===== config.mk =====
export PLATFORM = sky130hd
export DESIGN_NAME = hazard_stall_controller_flat
export DESIGN_NICKNAME = d
export VERILOG_FILES = /design/src/rtl/hazard_stall_controller_if.sv /design/src/rtl/hazard_stall_controller.sv /design/src/flat_wrapper.sv
export SDC_FILE = /design/constraint.sdc
export NUM_CORES = 1
export LEC_CHECK = 0
export ABC_AREA = 1
export CAP_MARGIN = 25
export CORE_MARGIN = 2
export CORE_UTILIZATION = 43
export CTS_CLUSTER_DIAMETER = 60
export DETAILED_ROUTE_END_ITERATION = 8
export HOLD_SLACK_MARGIN = 0.03
export PLACE_DENSITY = 0.8
export SYNTH_ARGS = -nofsm -noshare
export SYNTH_HDL_FRONTEND = slang
export SYNTH_SLANG_ARGS = --single-unit

===== constraint.sdc =====
create_clock -name clk -period 1.6 [get_ports clk]
set_input_delay 0.16 -clock clk [delete_from_list [all_inputs] [get_ports clk]]
set_output_delay 0.16 -clock clk [all_outputs]
set_load 0.03 [all_outputs]

===== src/rtl/hazard_stall_controller_if.sv =====
// Pipeline-side view of the hazard/stall controller: ID/EXE/MEM register
// indices and enables in, stall/flush/bubble and forwarding selects out.
interface hazard_stall_controller_if #(
  parameter int REG_ADDR_LEN = 4
);
  logic [REG_ADDR_LEN-1:0] id_src1;
  logic [REG_ADDR_LEN-1:0] id_src2;
  logic                    id_use_src1;
  logic                    id_use_src2;
  logic [REG_ADDR_LEN-1:0] exe_dest;
  logic                    exe_wb_en;
  logic                    exe_mem_r_en;
  logic [REG_ADDR_LEN-1:0] mem_dest;
  logic                    mem_wb_en;
  logic                    mem_req;
  logic                    branch_taken;
  logic                    stall_all;
  logic                    flush;
  logic                    freeze_front;
  logic                    bubble;
  logic [1:0]              fwd_sel_a;
  logic [1:0]              fwd_sel_b;

  modport master (
    output id_src1, id_src2, id_use_src1, id_use_src2,
    output exe_dest, exe_wb_en, exe_mem_r_en,
    output mem_dest, mem_wb_en, mem_req, branch_taken,
    input  stall_all, flush, freeze_front, bubble, fwd_sel_a, fwd_sel_b
  );

  modport slave (
    input  id_src1, id_src2, id_use_src1, id_use_src2,
    input  exe_dest, exe_wb_en, exe_mem_r_en,
    input  mem_dest, mem_wb_en, mem_req, branch_taken,
    output stall_all, flush, freeze_front, bubble, fwd_sel_a, fwd_sel_b
  );
endinterface


===== src/rtl/hazard_stall_controller.sv =====
// Hazard/stall sequencer for the 5-stage core: SRAM wait FSM, RAW detection
// against EXE/MEM destinations, branch flush and registered forwarding selects.
module hazard_stall_controller #(
  parameter int REG_ADDR_LEN    = 4,
  parameter int MEM_WAIT_CYCLES = 4,
  parameter bit FWD_EN          = 1'b1
) (
  input logic                      clk,
  input logic                      rst,
  hazard_stall_controller_if.slave bus
);

  typedef enum logic [1:0] {
    ST_IDLE = 2'd0,
    ST_WAIT = 2'd1,
    ST_LAST = 2'd2
  } state_e;

  // An access spans its IDLE cycle, MEM_WAIT_CYCLES-2 WAIT cycles and an
  // unstalled LAST cycle, so the counter holds the WAIT cycles still to come.
  localparam bit          MULTI_CYCLE = (MEM_WAIT_CYCLES > 1);
  localparam int          CNT_W       = (MEM_WAIT_CYCLES > 2) ? $clog2(MEM_WAIT_CYCLES) : 1;
  localparam logic [CNT_W-1:0] CNT_LOAD =
    (MEM_WAIT_CYCLES > 2) ? CNT_W'(MEM_WAIT_CYCLES - 3) : '0;

  state_e             state_q, state_d;
  logic [CNT_W-1:0]   cnt_q, cnt_d;
  logic [1:0]         sel_a_q, sel_a_d;
  logic [1:0]         sel_b_q, sel_b_d;

  logic [REG_ADDR_LEN-1:0] src1, src2, exe_dest, mem_dest;
  logic m1e, m2e, m1m, m2m, raw;
  logic stall_c, flush_c, bubble_c;

  assign src1     = bus.id_src1;
  assign src2     = bus.id_src2;
  assign exe_dest = bus.exe_dest;
  assign mem_dest = bus.mem_dest;

  assign m1e = bus.id_use_src1 & bus.exe_wb_en & (src1 == exe_dest);
  assign m2e = bus.id_use_src2 & bus.exe_wb_en & (src2 == exe_dest);
  assign m1m = bus.id_use_src1 & bus.mem_wb_en & (src1 == mem_dest);
  assign m2m = bus.id_use_src2 & bus.mem_wb_en & (src2 == mem_dest);

  assign raw = FWD_EN ? ((m1e | m2e) & bus.exe_mem_r_en) : (m1e | m2e | m1m | m2m);

  // Every combinational output is gated by rst so nothing escapes during reset.
  assign stall_c  = rst & (((state_q == ST_IDLE) & bus.mem_req & MULTI_CYCLE)
                           | (state_q == ST_WAIT));
  assign flush_c  = rst & bus.branch_taken & ~stall_c;
  assign bubble_c = rst & raw & ~stall_c & ~flush_c;

  assign bus.stall_all    = stall_c;
  assign bus.flush        = flush_c;
  assign bus.freeze_front = bubble_c;
  assign bus.bubble       = bubble_c;
  assign bus.fwd_sel_a    = sel_a_q;
  assign bus.fwd_sel_b    = sel_b_q;

  // NOTE: every always_comb target gets a default first so no path infers a latch.
  always_comb begin
    state_d = state_q;
    cnt_d   = cnt_q;
    sel_a_d = sel_a_q;
    sel_b_d = sel_b_q;

    unique case (state_q)
      ST_IDLE: if (bus.mem_req && MULTI_CYCLE) begin
        state_d = (MEM_WAIT_CYCLES == 2) ? ST_LAST : ST_WAIT;
        cnt_d   = CNT_LOAD;
      end
      ST_WAIT: if (cnt_q == '0) state_d = ST_LAST;
               else             cnt_d   = cnt_q - CNT_W'(1);
      ST_LAST: state_d = ST_IDLE;
      default: state_d = ST_IDLE;
    endcase

    if (!stall_c) begin
      if (flush_c || bubble_c || !FWD_EN) begin
        sel_a_d = 2'b00;
        sel_b_d = 2'b00;
      end else begin
        sel_a_d = m1e ? 2'b01 : (m1m ? 2'b10 : 2'b00);
        sel_b_d = m2e ? 2'b01 : (m2m ? 2'b10 : 2'b00);
      end
    end
  end

  // NOTE: sequential state uses non-blocking assignments so all registers
  // sample their next value from the same pre-edge snapshot.
  always_ff @(posedge clk) begin
    if (!rst) begin
      state_q <= ST_IDLE;
      cnt_q   <= '0;
      sel_a_q <= 2'b00;
      sel_b_q <= 2'b00;
    end else begin
      state_q <= state_d;
      cnt_q   <= cnt_d;
      sel_a_q <= sel_a_d;
      sel_b_q <= sel_b_d;
    end
  end

endmodule


===== src/flat_wrapper.sv =====
// flat-port wrapper written by rule: the top's interface ports become plain ports
module hazard_stall_controller_flat 
#(
  parameter int REG_ADDR_LEN    = 4,
  parameter int MEM_WAIT_CYCLES = 4,
  parameter bit FWD_EN          = 1'b1
)
  (clk, rst, bus_id_src1, bus_id_src2, bus_id_use_src1, bus_id_use_src2, bus_exe_dest, bus_exe_wb_en, bus_exe_mem_r_en, bus_mem_dest, bus_mem_wb_en, bus_mem_req, bus_branch_taken, bus_stall_all, bus_flush, bus_freeze_front, bus_bubble, bus_fwd_sel_a, bus_fwd_sel_b);
  hazard_stall_controller_if #(.REG_ADDR_LEN(REG_ADDR_LEN)) bus_i ();
  input logic clk;
  input logic rst;
  input wire logic [$bits(bus_i.id_src1)-1:0] bus_id_src1;
  input wire logic [$bits(bus_i.id_src2)-1:0] bus_id_src2;
  input wire logic [$bits(bus_i.id_use_src1)-1:0] bus_id_use_src1;
  input wire logic [$bits(bus_i.id_use_src2)-1:0] bus_id_use_src2;
  input wire logic [$bits(bus_i.exe_dest)-1:0] bus_exe_dest;
  input wire logic [$bits(bus_i.exe_wb_en)-1:0] bus_exe_wb_en;
  input wire logic [$bits(bus_i.exe_mem_r_en)-1:0] bus_exe_mem_r_en;
  input wire logic [$bits(bus_i.mem_dest)-1:0] bus_mem_dest;
  input wire logic [$bits(bus_i.mem_wb_en)-1:0] bus_mem_wb_en;
  input wire logic [$bits(bus_i.mem_req)-1:0] bus_mem_req;
  input wire logic [$bits(bus_i.branch_taken)-1:0] bus_branch_taken;
  output wire logic [$bits(bus_i.stall_all)-1:0] bus_stall_all;
  output wire logic [$bits(bus_i.flush)-1:0] bus_flush;
  output wire logic [$bits(bus_i.freeze_front)-1:0] bus_freeze_front;
  output wire logic [$bits(bus_i.bubble)-1:0] bus_bubble;
  output wire logic [$bits(bus_i.fwd_sel_a)-1:0] bus_fwd_sel_a;
  output wire logic [$bits(bus_i.fwd_sel_b)-1:0] bus_fwd_sel_b;
  assign bus_i.id_src1 = bus_id_src1;
  assign bus_i.id_src2 = bus_id_src2;
  assign bus_i.id_use_src1 = bus_id_use_src1;
  assign bus_i.id_use_src2 = bus_id_use_src2;
  assign bus_i.exe_dest = bus_exe_dest;
  assign bus_i.exe_wb_en = bus_exe_wb_en;
  assign bus_i.exe_mem_r_en = bus_exe_mem_r_en;
  assign bus_i.mem_dest = bus_mem_dest;
  assign bus_i.mem_wb_en = bus_mem_wb_en;
  assign bus_i.mem_req = bus_mem_req;
  assign bus_i.branch_taken = bus_branch_taken;
  assign bus_stall_all = bus_i.stall_all;
  assign bus_flush = bus_i.flush;
  assign bus_freeze_front = bus_i.freeze_front;
  assign bus_bubble = bus_i.bubble;
  assign bus_fwd_sel_a = bus_i.fwd_sel_a;
  assign bus_fwd_sel_b = bus_i.fwd_sel_b;
  hazard_stall_controller #(.REG_ADDR_LEN(REG_ADDR_LEN), .MEM_WAIT_CYCLES(MEM_WAIT_CYCLES), .FWD_EN(FWD_EN)) u_core (.clk(clk), .rst(rst), .bus(bus_i));
endmodule

Yosys cells after proc, flatten, opt, wreduce, memory -nomap -nowiden:

Index checks and enable logic that the tools add are counted.

* $add $sub $neg: 1
* equal/unequal tests: 8
* multiplexer cells: 11
* bitwise logic cells: 20
* reduce and logical (&&, ||, !) cells: 6

Operators by type and width (number)
* 2-bit two-way mux: 9
* 1-bit AND: 16
* 4-bit equality test: 4
* 2-bit one-hot mux with 2 select lines: 2
* 2-bit inequality test, second input constant: 3
* 2-bit zero test: 2
* 3-bit AND reduction: 1
* 2-bit by 1-bit equality test with 1-bit output, second input constant: 1
* 1-bit NOT: 2
* 1-bit OR: 2
* 2-bit AND reduction: 1
* 2-bit nonzero test: 1
* 2-bit by 1-bit subtractor with 2-bit output, second input constant: 1
* 1-bit logical OR: 1

* flip-flop bits (word level): 8
* bits of input ports: 25

Logic depth before layout (Yosys ltp):

* word-level depth: 10
* depth in mapped cells: 10
* gate-level depth less buffers: 10

Worst setup path before layout:

OpenSTA, ideal clock, no wires.

* path kind: reg2out
* start point: register u_core.state_q[0]
* end point: output bus_freeze_front
* arrival: 1.554 ns
* required time: 1.440 ns
* setup slack: -0.114 ns
* stages on the path, launching flop included: 9
* cells stage by stage: dfxtp_1 -> inv_1 -> a21oi_1 -> inv_1 -> nand2_2 -> nor2_1 -> nand2_2 -> a21oi_1 -> buf_4

* word-level cells in the longest chain between the ends: 8
* elaborated cells on any way between the ends: 10
* classes of those cells: eq/ne: 1; bitwise: 8; reduce/logical: 1

RTL lines
* from (decl): RTL line hazard_stall_controller.sv:26 `state_e state_q, state_d;`
* from (signal assigned): RTL line hazard_stall_controller.sv:98 `state_q <= state_d;`
* 2-bit zero test: RTL line hazard_stall_controller.sv:48 `assign stall_c = rst & (((state_q == ST_IDLE) & bus.mem_req & MULTI_CYCLE)`
* 1-bit AND: RTL line hazard_stall_controller.sv:48
* 1-bit OR (*): RTL line hazard_stall_controller.sv:49 `| (state_q == ST_WAIT));`
* 1-bit AND (*): RTL line hazard_stall_controller.sv:48
* 1-bit NOT (*): RTL line hazard_stall_controller.sv:50, hazard_stall_controller.sv:51
* 1-bit AND: RTL line hazard_stall_controller.sv:50 `assign flush_c = rst & bus.branch_taken & ~stall_c;`
* 1-bit NOT: RTL line hazard_stall_controller.sv:51 `assign bubble_c = rst & raw & ~stall_c & ~flush_c;`
* 1-bit AND (*): RTL line hazard_stall_controller.sv:51
* to (decl): RTL line flat_wrapper.sv:25 `output wire logic [$bits(bus_i.freeze_front)-1:0] bus_freeze_front;`

Mark *: on every way between the ends. The rest lies on a longest branch, timed or not.

Final worst setup path:

* start point: input bus_id_use_src1
* end point: output bus_bubble

* word-level cells in the longest chain between the ends: 7

RTL lines
* from (decl): RTL line flat_wrapper.sv:14 `input wire logic [$bits(bus_i.id_use_src1)-1:0] bus_id_use_src1;`
* 1-bit AND (2 in series): RTL line hazard_stall_controller.sv:40 `assign m1e = bus.id_use_src1 & bus.exe_wb_en & (src1 == exe_dest);`
* 1-bit OR: RTL line hazard_stall_controller.sv:45 `assign raw = FWD_EN ? ((m1e | m2e) & bus.exe_mem_r_en) : (m1e | m2e | m1m | m2m);`
* 1-bit AND: RTL line hazard_stall_controller.sv:45
* 1-bit AND (3 in series): RTL line hazard_stall_controller.sv:51
* to (decl): RTL line flat_wrapper.sv:26 `output wire logic [$bits(bus_i.bubble)-1:0] bus_bubble;`

Every way passes these cells.

==> out/metrics.cfg <==
[timing]
rsz0062_at_grt=yes
tns_ns=0
finalClockSkew_ns=0.000251
finalCritPeriodShare_pct=97.1
tightestPinTransition_ns=0.315
hold_violations=0
setup_viol=0
period_needed_ns=1.55
maxSlewViolCount=0
fmax_mhz=644
maxSlewHeadroom_pct=79.0

[worst_setup_path]
slowest_stage=clkdlybuf4s50_1
reg2reg_setup_slack_ns=0.38
crit_buf_inv=2
critPathArrivalTime_ns=1.39
r2r_cells=10
path_max_fanout=2
worstSetupStartpointType=input pin
crit_type=in -> out
crit_required_ns=1.44
crit_path_end_kind=output pin
reg2reg_to=u_core.bus.fwd_sel_b[0]
cp_top_family=buffers and inverters
path_cells=clkdlybuf4s50_1, nand3_1, nand3b_1, nand2_1, nand2_2, a21oi_4, buf_6
cpPeakStageDelay_ns=0.48
r2r-start=u_core.state_q[0]

[place]
portBuffers=32
dp.cells=197
place.gp.congestion=0.807
post-dp-hpwl_mm=1.60

[clock_network]
cts_buffers=3
clkSinkCount=8
postCtsHoldBufs=0
clk_pin_slew_ns=0.05
clock-root-buffer=clkbuf_4
htree_num_levels=1
clk_path_buf_depth=2
clock_latency_ns=0.25
cts_tree=built

[detailed_routing]
post_drt_wl_per_cell_um=10.7
drt-initial-drc-count=35
vias_per_cell=4.87
ant_nets=0
first_pass_iters=5
drc=0
wl_mm=2.20
vias=1004

[power]
p_int_w=0.000416
p_seq_share_pct=34.8
p_per_area_nw_per_um2=488
switching_share_pct=31.8
clock_power_share_pct=25.7
switching_power_w=0.000194
comb_power_share_pct=39.5
p_leak_nw=0.754
ir_drop_mv=0.539

[min_path]
holdPathEnd=u_core.bus.fwd_sel_a[1]
min_path_type=reg -> reg
min_path_cells=2
worstHoldStart=u_core.bus.fwd_sel_a[1]

[layout]
finalNonFillerCells=206
syn_to_final_growth_pct=78.7
drive_above_1_share_pct=24.2
antenna_cells=0
nNetsFinal=218

[logic_synthesis]
ys_top_cells_by_count=48 x nand2_1, 29 x inv_1, 18 x nor2_1
yosys.cell_types.count=18
ys_seq_area_share_pct=22.9
synth_area_leaders=nand2_1 26%, dfxtp_1 23%, inv_1 16%, nor2_1 9.7%, nand3_1 7.2%
yosysTopAreaCell=nand2_1
yosysWarningCount=0
ys_seq_elements=8
syn-num-nets=161
syn-mean-instance-area_um2=5.18
synthArstFlopShare_pct=0
yosysMostFrequentCell=nand2_1
postSynthCellCount=135
synthFlopType=dfxtp_1
synth_top_area_share_pct=25.8
synth_edf_count=0
syn_area_um2=699

[die]
initial_utilization_pct=45.9
coreArea_um2=1520
die_y_um=44.3
rows=14
die_area_um2=1970
fp.dieW_um=44.3
boundaryPins=33

[global_routing]
grt_pass1_wl_mm=3.48
grt.total_usage_pct=23.9
grt_pass1_vias=871
antenna_found_initial=0
grt_max_degree=7
overflow=0

[run]
maxCapViolCount=0

[status]
outcome=completed

## worst reg2reg max path, stage by stage, from the launching register on
cell	delay, ns
dfxtp_2	0.32
inv_2	0.06
a21oi_2	0.06
inv_2	0.06
nand2_2	0.06
buf_6	0.12
nor2_4	0.07
nand2_2	0.08
buf_4	0.14
nand3_1	0.08
nand2_1	0.06
## state kept, by name, indices dropped and copies added, names as in the netlist
register              count
u_core.state_q            2
u_core.cnt_q              2
u_core.bus.fwd_sel_b      2
u_core.bus.fwd_sel_a      2
## cell usage in the layout (no fill, tap or decap), drive strengths merged, types with 2 or more instances in the layout
cell and instances:
dfxtp 8, nor3 3, clkdlybuf4s50 14, a21oi 4, dlymetal6s2s 6, buf 24, nand2 51, dlygate4sd2 8
inv 31, nor2 20, clkbuf 3, nand3 10, o21ai 2
## cell type report
cell class | count | area [µm²]
repair buffers | 53 | 488
multi-input cells | 95 | 440
fillers | 111 | 274
flip-flops and latches | 8 | 163
inverters | 31 | 116
clock buffers | 3 | 22.5
well taps | 16 | 20.0
## worst max path at each step
stage / from / to / slack [ns] / cells after the start
finish: bus_id_use_src1 / bus_bubble / 0.05 / 7
global placement: bus_mem_req / bus_flush / -0.24 / 9
detailed placement: bus_mem_req / bus_flush / -0.28 / 9
global route: u_core.state_q[0] / bus_bubble / -0.05 / 9
floorplan: u_core.state_q[0] / bus_freeze_front / 0.10 / 8
CTS: bus_id_src2[0] / bus_bubble / 0.004 / 10
## layer usage
metal | vias to the layer above | part of all wire (%) | global-route usage [%]
met3 | 4 | 9.2 | 7.35
li1 | 507 | - | -
met4 | 0 | 1.1 | 5.45
met1 | 439 | 40 | 29.7
met2 | 54 | 50 | 40.6
met5 | - | 0 | 0
## kinds of logic (layout without fill, tap and decap cells)
group / Yosys count / count (layout) / share of synthesized area [%]
buf+inv: 32 / 87 / 17.7
xor+xnor: 1 / 1 / 1.25
simple gates: 87 / 87 / 52.1
flops: 8 / 8 / 22.9
fa+ha+maj: 1 / 1 / 1.79
compound gates: 6 / 6 / 4.29
## through the flow
stage | setup slack [ns] | power, W | hold slack [ns] | area [µm²] | util [%]
finish | 0.0467 | 0.000610 | 0.448 | 1250 | 82.0
global route | -0.0482 | 0.000649 | 0.464 | 1250 | 82.0
CTS | 0.00378 | 0.000596 | 0.450 | 1200 | 78.7
detailed placement | -0.276 | 0.000440 | 0.441 | 1140 | 74.9
global placement | -0.240 | 0.000433 | 0.439 | 1140 | 74.9
floorplan | 0.103 | 0.000313 | 0.278 | 703 | -
## repair_timing
| item | CTS | global route |
|---|---|---|
| buffers inserted | 3 | 3 |
| pin swaps | 4 | 6 |
| resized for setup | 19 | 13 |
| endpoints found under the setup margin | 3 | 4 |
## power groups by stage
stage | logic, W | clock network (W) | registers, W
floorplan | 0.0000964 | 0 | 0.000216
global placement | 0.000218 | 0 | 0.000215
detailed placement | 0.000224 | 0 | 0.000215
CTS | 0.000225 | 0.000159 | 0.000212
global route | 0.000265 | 0.000171 | 0.000213
finish | 0.000241 | 0.000156 | 0.000212
(Power assumes the default switching activity.)
